**src/rtl/bus_port_endpoint.sv**
```systemverilog
// bus_port_endpoint
//   Device-side endpoint for one drvr slot of the bs_gnrtr_n_rbtr bus.
//   The host enqueues packets into a TX FIFO that the bus drains through
//   pndng/pop/D_pop. Bus pushes (push/D_push) land in an RX FIFO that the
//   host drains. Packet layout: {dest[7:0], payload[pckg_sz-9:0]}.
//
//   Optional feature: define BUS_PORT_RX_FILTER_EN to accept only pushes
//   whose dest field equals id or broadcast. Other pushes are dropped.
//
// Parameters
//   pckg_sz    packet width in bits (>= 9)
//   depth      entries per FIFO, power of two, >= 2
//   id         this endpoint's 8-bit address
//   broadcast  broadcast destination address
//
// Ports
//   clk, reset          clock; synchronous active-high reset
//   tx_valid/tx_ready   host -> TX FIFO handshake, with tx_dest and tx_data
//   pndng, D_pop, pop   bus side of the TX FIFO (first-word-fall-through)
//   push, D_push        bus delivers a packet to the RX FIFO
//   rx_valid/rx_ready   RX FIFO -> host handshake, with rx_dest and rx_data
//   tx_cnt, rx_cnt      saturating counts of bus pops and accepted pushes
//   drop_cnt            saturating count of dropped pushes
//   err_underflow       sticky: pop seen while the TX FIFO was empty
module bus_port_endpoint #(
    parameter int unsigned pckg_sz   = 20,
    parameter int unsigned depth     = 8,
    parameter logic [7:0]  id        = 8'd0,
    parameter logic [7:0]  broadcast = 8'hFF
) (
    input  logic               clk,
    input  logic               reset,
    input  logic               tx_valid,
    output logic               tx_ready,
    input  logic [7:0]         tx_dest,
    input  logic [pckg_sz-9:0] tx_data,
    output logic               pndng,
    output logic [pckg_sz-1:0] D_pop,
    input  logic               pop,
    input  logic               push,
    input  logic [pckg_sz-1:0] D_push,
    output logic               rx_valid,
    input  logic               rx_ready,
    output logic [7:0]         rx_dest,
    output logic [pckg_sz-9:0] rx_data,
    output logic [15:0]        tx_cnt,
    output logic [15:0]        rx_cnt,
    output logic [15:0]        drop_cnt,
    output logic               err_underflow
);

    localparam int unsigned AW = $clog2(depth);

`ifdef BUS_PORT_RX_FILTER_EN
    localparam bit FILTER_EN = 1'b1;
`else
    localparam bit FILTER_EN = 1'b0;
`endif

    function automatic logic [15:0] sat_inc(input logic [15:0] v, input logic en);
        return (en && (v != '1)) ? v + 16'd1 : v;
    endfunction

    // ------------------------------------------------------------------
    // TX FIFO
    // ------------------------------------------------------------------
    logic [pckg_sz-1:0] tx_mem [depth];
    logic [AW:0]        tx_wp, tx_rp;
    logic               tx_empty, tx_full, tx_wr, tx_rd, tx_under;

    assign tx_empty = (tx_wp == tx_rp);
    assign tx_full  = (tx_wp[AW] != tx_rp[AW]) && (tx_wp[AW-1:0] == tx_rp[AW-1:0]);

    // Handshake outputs are forced low while reset is held so the bus and
    // host see an idle endpoint from the very first reset cycle.
    assign tx_ready = ~reset & ~tx_full;
    assign pndng    = ~reset & ~tx_empty;
    assign D_pop    = pndng ? tx_mem[tx_rp[AW-1:0]] : '0;

    // tx_ready reflects the pre-pop state, so a write while full is refused
    // even when the bus pops in the same cycle.
    assign tx_wr    = tx_valid & tx_ready;
    assign tx_rd    = pop & pndng;
    assign tx_under = pop & ~pndng;

    always_ff @(posedge clk) begin
        if (tx_wr)
            tx_mem[tx_wp[AW-1:0]] <= {tx_dest, tx_data};
    end

    always_ff @(posedge clk) begin
        if (reset) begin
            tx_wp         <= '0;
            tx_rp         <= '0;
            tx_cnt        <= '0;
            err_underflow <= 1'b0;
        end else begin
            if (tx_wr)
                tx_wp <= tx_wp + 1'b1;
            if (tx_rd)
                tx_rp <= tx_rp + 1'b1;
            tx_cnt <= sat_inc(tx_cnt, tx_rd);
            if (tx_under)
                err_underflow <= 1'b1;
        end
    end

    // ------------------------------------------------------------------
    // RX FIFO
    // ------------------------------------------------------------------
    typedef enum logic [1:0] {
        RX_IDLE,
        RX_ACCEPT,
        RX_DROP
    } rx_event_t;

    rx_event_t          rx_state, rx_next;
    logic [pckg_sz-1:0] rx_mem [depth];
    logic [AW:0]        rx_wp, rx_rp;
    logic               rx_empty, rx_full, rx_rd, rx_space, rx_addr_ok;
    logic               rx_wr, rx_drop;
    logic [7:0]         push_dest;
    logic [pckg_sz-1:0] rx_head;

    assign rx_empty = (rx_wp == rx_rp);
    assign rx_full  = (rx_wp[AW] != rx_rp[AW]) && (rx_wp[AW-1:0] == rx_rp[AW-1:0]);

    assign rx_valid = ~reset & ~rx_empty;
    assign rx_head  = rx_valid ? rx_mem[rx_rp[AW-1:0]] : '0;
    assign rx_dest  = rx_head[pckg_sz-1:pckg_sz-8];
    assign rx_data  = rx_head[pckg_sz-9:0];
    assign rx_rd    = rx_valid & rx_ready;

    // A host read in the same cycle frees the head slot, so a push into a
    // full FIFO still fits.
    assign rx_space   = ~rx_full | rx_rd;
    assign push_dest  = D_push[pckg_sz-1:pckg_sz-8];
    assign rx_addr_ok = !FILTER_EN || (push_dest == id) || (push_dest == broadcast);

    // State register: last event, kept for debug visibility.
    always_ff @(posedge clk) begin
        if (reset)
            rx_state <= RX_IDLE;
        else
            rx_state <= rx_next;
    end

    // Next-state: every push cycle is decided on its own, independent of
    // the previous event.
    always_comb begin
        rx_next = RX_IDLE;
        case (rx_state)
            RX_IDLE, RX_ACCEPT, RX_DROP: begin
                if (push && !reset)
                    rx_next = (rx_space && rx_addr_ok) ? RX_ACCEPT : RX_DROP;
            end
            default: rx_next = RX_IDLE;
        endcase
    end

    // Outputs act on the event being decided this cycle.
    always_comb begin
        rx_wr   = 1'b0;
        rx_drop = 1'b0;
        case (rx_next)
            RX_ACCEPT: rx_wr   = 1'b1;
            RX_DROP:   rx_drop = 1'b1;
            default: begin
                rx_wr   = 1'b0;
                rx_drop = 1'b0;
            end
        endcase
    end

    always_ff @(posedge clk) begin
        if (rx_wr)
            rx_mem[rx_wp[AW-1:0]] <= D_push;
    end

    always_ff @(posedge clk) begin
        if (reset) begin
            rx_wp    <= '0;
            rx_rp    <= '0;
            rx_cnt   <= '0;
            drop_cnt <= '0;
        end else begin
            if (rx_wr)
                rx_wp <= rx_wp + 1'b1;
            if (rx_rd)
                rx_rp <= rx_rp + 1'b1;
            rx_cnt   <= sat_inc(rx_cnt, rx_wr);
            drop_cnt <= sat_inc(drop_cnt, rx_drop);
        end
    end

endmodule

```
**config.mk**
```make
export PLATFORM = sky130hd
export DESIGN_NAME = bus_port_endpoint
export DESIGN_NICKNAME = d
export VERILOG_FILES = /design/src/rtl/bus_port_endpoint.sv
export SDC_FILE = /design/constraint.sdc
export NUM_CORES = 1
export LEC_CHECK = 0
export BUFFER_PORTS_ARGS = -buffer_cell sky130_fd_sc_hd__buf_2
export CORE_UTILIZATION = 45
export DETAILED_ROUTE_END_ITERATION = 8
export HOLD_SLACK_MARGIN = 0.03
export PLACE_DENSITY = 0.63
export SYNTH_ARGS = -nofsm -noshare
export SYNTH_HDL_FRONTEND = slang
export SYNTH_SLANG_ARGS = --single-unit
export TNS_END_PERCENT = 50
```
**constraint.sdc**
```tcl
create_clock -name clk -period 4.2 [get_ports clk]
set_input_delay 0.84 -clock clk [delete_from_list [all_inputs] [get_ports clk]]
set_output_delay 0.84 -clock clk [all_outputs]
set_load 0.005 [all_outputs]
```
==> results.yml <==
detailed_routing:
  avgRoutedWirePerCell_um: 19.5
  num_vias: 8645
  via_per_inst: 5.47
  ant_nets: 0
  drc: 0
  firstDrtPassIters: 5
  drt-total-wl_mm: 30.9
  drt-initial-drc-count: 564
cts:
  clockRootBuffer: "clkbuf_16"
  cts_tree: "yes"
  cts_made_buffers: 41
  cts_hold_buf: 0
  clkTransAtPathRegs_ns: 0.06
  clockBufferDepth: 3
  htree_levels: 2
  cts_setup_buffers: 0
  post_cts_resized: 0
  clk_latency_ns: 0.53
  clkSinkCount: 393
min_path:
  hold_path.class: "reg2reg"
die:
  initial_utilization: 0.455
  fp-row-count: 68
  io_pins: 138
  core_area_sq_um: 34500
  die_h_um: 189
  die_area_sq_um: 35600
  dieWidth_um: 189
setup_path:
  worstSetupEndpointType: "output port"
  cp_max_fo: 23
  critPathRequiredTime_ns: 3.36
  crit_arrival_ns: 2.85
  worstSetupPathType: "reg2out"
  crit_buf_inv: 2
  cp-start-kind: "flip-flop"
  crit_chain: "xnor2_2 > nand3_1 > o21ai_2 > inv_1 > buf_2"
  cpMaxStageDelayCell: "o21ai_2"
  cp_top_family: "compound AO/OA/AOI/OAI gates"
  cpPeakStageDelay_ns: 0.89
placed_design:
  port-buffer-count: 137
  hpwl_mm: 18.6
  postPlaceCellArea_sq_um: 17100
  place.gp.congestion: 0.784
  place_ws_ns: 0.978
yosys:
  synth-edff-count: 320
  syn_avg_cell_area_sq_um: 16.8
  synth_cells: 932
  ys.flop_type: "edfxtp_1"
  yosys_warnings: 0
  ys_types: 55
  synth-seq-cells: 393
  synth_fp_nets: 985
  synthArstFlopShare: 0
  ys_seq_area_frac: 0.706
  netlist_area_sq_um: 15700
global_routing:
  grt_pass1_wl_mm: 48.4
  groute.usage.overall: 0.176
  grt_pass1_vias: 8552
  antenna_found_initial: 2
  gr-total-overflow: 0
  grt_max_degree: 32
run:
  cap_violations: 0
layout:
  syn2layout_area_growth_pct: 17.0
  finalNetCount: 1146
  multi_input_area_sq_um: 4460
  drive_gt1_frac: 0.302
  nFillCells: 2753
  finalInstanceArea_sq_um: 18400
  seqCellArea_sq_um: 11100
power:
  p_leak_nw: 6.07
  power_density_nw_per_um2: 444
  ir_drop_mv: 0.324
sta:
  max_slew_margin: 0.166
  rsz0062_at_grt: "no"
  fin_crit_sh: 0.880
  setup_ws_ns: 0.506
  tightest_slew_ns: 1.25
  tns_ns: 0
  finalHoldViolCount: 0
  maxSlewViolCount: 0
  setup_viol: 0
  max_freq_mhz: 271
  final.setup_skew_ns: 0.0198
  layout_min_cycle_time_ns: 3.69
run_status:
  status: "complete, no violations"
==> cell usage in the layout (no fill, tap or decap), drive strengths merged, types with 6 or more instances in the layout <==
cell type,netlist,routed
edfxtp,320,320
buf,21,166
nor2,85,85
mux4,80,80
dfxtp,73,73
clkbuf,27,56
mux2i,49,49
nand2,37,37
nand3,28,28
a21oi,24,24
o21ai,16,16
nand4,15,15
nor3,15,15
xnor2,14,14
or3,13,13
xor2,13,13
inv,10,13
clkinv,1,13
or4,9,9
o31ai,7,7
ha,7,7
nor4,7,7
o41ai,6,6
==> worst min-delay path, delay by kind of cell, from the launching register on <==
kind,cells,cell delay (ns)
flops,1,0.34
compound gates,1,0.05
simple gates,1,0.07
==> power breakdown <==
group / internal (mW) / switching [mW] / total (mW)
clock network: 1.93 / 1.47 / 3.39
logic: 0.209 / 0.235 / 0.445
registers: 4.26 / 0.0514 / 4.31
total: 6.40 / 1.75 / 8.15
==> layer usage <==
layer	routed length (um)	vias to the layer above	track usage	share of wire
li1	-	4029	-	-
met1	14100	4340	0.248	0.46
met2	14500	226	0.279	0.47
met3	1770	48	0.0339	0.057
met4	526	2	0.0471	0.017
met5	8	-	0	0.00026
==> logic make-up (layout without fill, tap and decap cells) <==
kind of cell,Yosys count,count (layout),share of synthesized area
other,0,1,0
buffers and inverters,59,252,0.0163
muxes,133,133,0.149
DFF,393,393,0.706
adders and majority gates,7,7,0.00558
xor gates and xnor gates,27,27,0.0160
AOI/OAI and AO/OA,75,75,0.0329
and+or+nand+nor,238,238,0.0746
==> per-stage QoR <==
step / cells / util / total power [mW] / hold WS [ns]
finish: 1581 / 0.533 / 8.15 / 0.486
detailed placement: 1505 / 0.496 / 4.86 / 0.469
global placement: 1505 / 0.496 / 4.84 / 0.455
CTS: 1580 / 0.533 / 8.26 / 0.486
global route: 1580 / 0.533 / 8.45 / 0.516
floorplan: 932 / - / 4.66 / 0.461
==> final timing paths <==
kind                            slack [ns]                  startpoint  depth (start not counted)                    endpoint
worst max-delay path                  0.51       rx_wp[0]$_SDFFE_PP0N_                          5                    rx_valid
worst min-delay path                  0.49  err_underflow$_SDFFE_PP0P_                          2  err_underflow$_SDFFE_PP0P_
worst max register to register        1.41       rx_wp[0]$_SDFFE_PP0N_                          7                   flip-flop
worst min register to register        0.49  err_underflow$_SDFFE_PP0P_                          2  err_underflow$_SDFFE_PP0P_
==> Yosys cell counts (4+ instances only) <==
cell | instances | area (sq um)
a21oi_1 | 24 | 120
and3_1 | 5 | 31.3
and4_1 | 5 | 43.8
buf_2 | 16 | 80.1
clkbuf_1 | 27 | 101
dfxtp_1 | 73 | 1460
edfxtp_1 | 320 | 9610
ha_1 | 7 | 87.6
inv_1 | 9 | 33.8
mux2_2 | 4 | 45.0
mux2i_1 | 49 | 490
mux4_2 | 80 | 1800
nand2_1 | 37 | 139
nand3_1 | 28 | 140
nand4_1 | 15 | 93.8
nor2_1 | 85 | 319
nor2b_1 | 5 | 31.3
nor3_1 | 15 | 75.1
nor4_1 | 7 | 43.8
o21ai_0 | 16 | 80.1
o311ai_0 | 5 | 43.8
o31ai_1 | 7 | 52.6
o41ai_1 | 5 | 43.8
or3_1 | 13 | 81.3
or4_1 | 9 | 67.6
xnor2_1 | 12 | 105
xor2_1 | 13 | 114
==> area by class of cell <==
class	instances	area share
sequential	393	0.603
inverter	11	0.00225
timing repair buffer	166	0.0513
antenna	1	0.000136
clock buffer	56	0.0601
clock inverter	19	0.00907
multi-input combinational	480	0.243
tap	455	0.0310
==> sequential cells by signal, indices dropped and copies added, names as in the netlist, named ones only <==
| name | count |
|---|---|
| tx_mem | 160 |
| drop_cnt | 16 |
| rx_rp | 4 |
| rx_mem | 160 |
| rx_wp | 4 |
| tx_rp | 4 |
| err_underflow | 1 |
| tx_cnt | 16 |
| rx_state | 2 |
| tx_wp | 4 |
| rx_cnt | 16 |
Note: power is estimated with default switching activity, not from simulation.
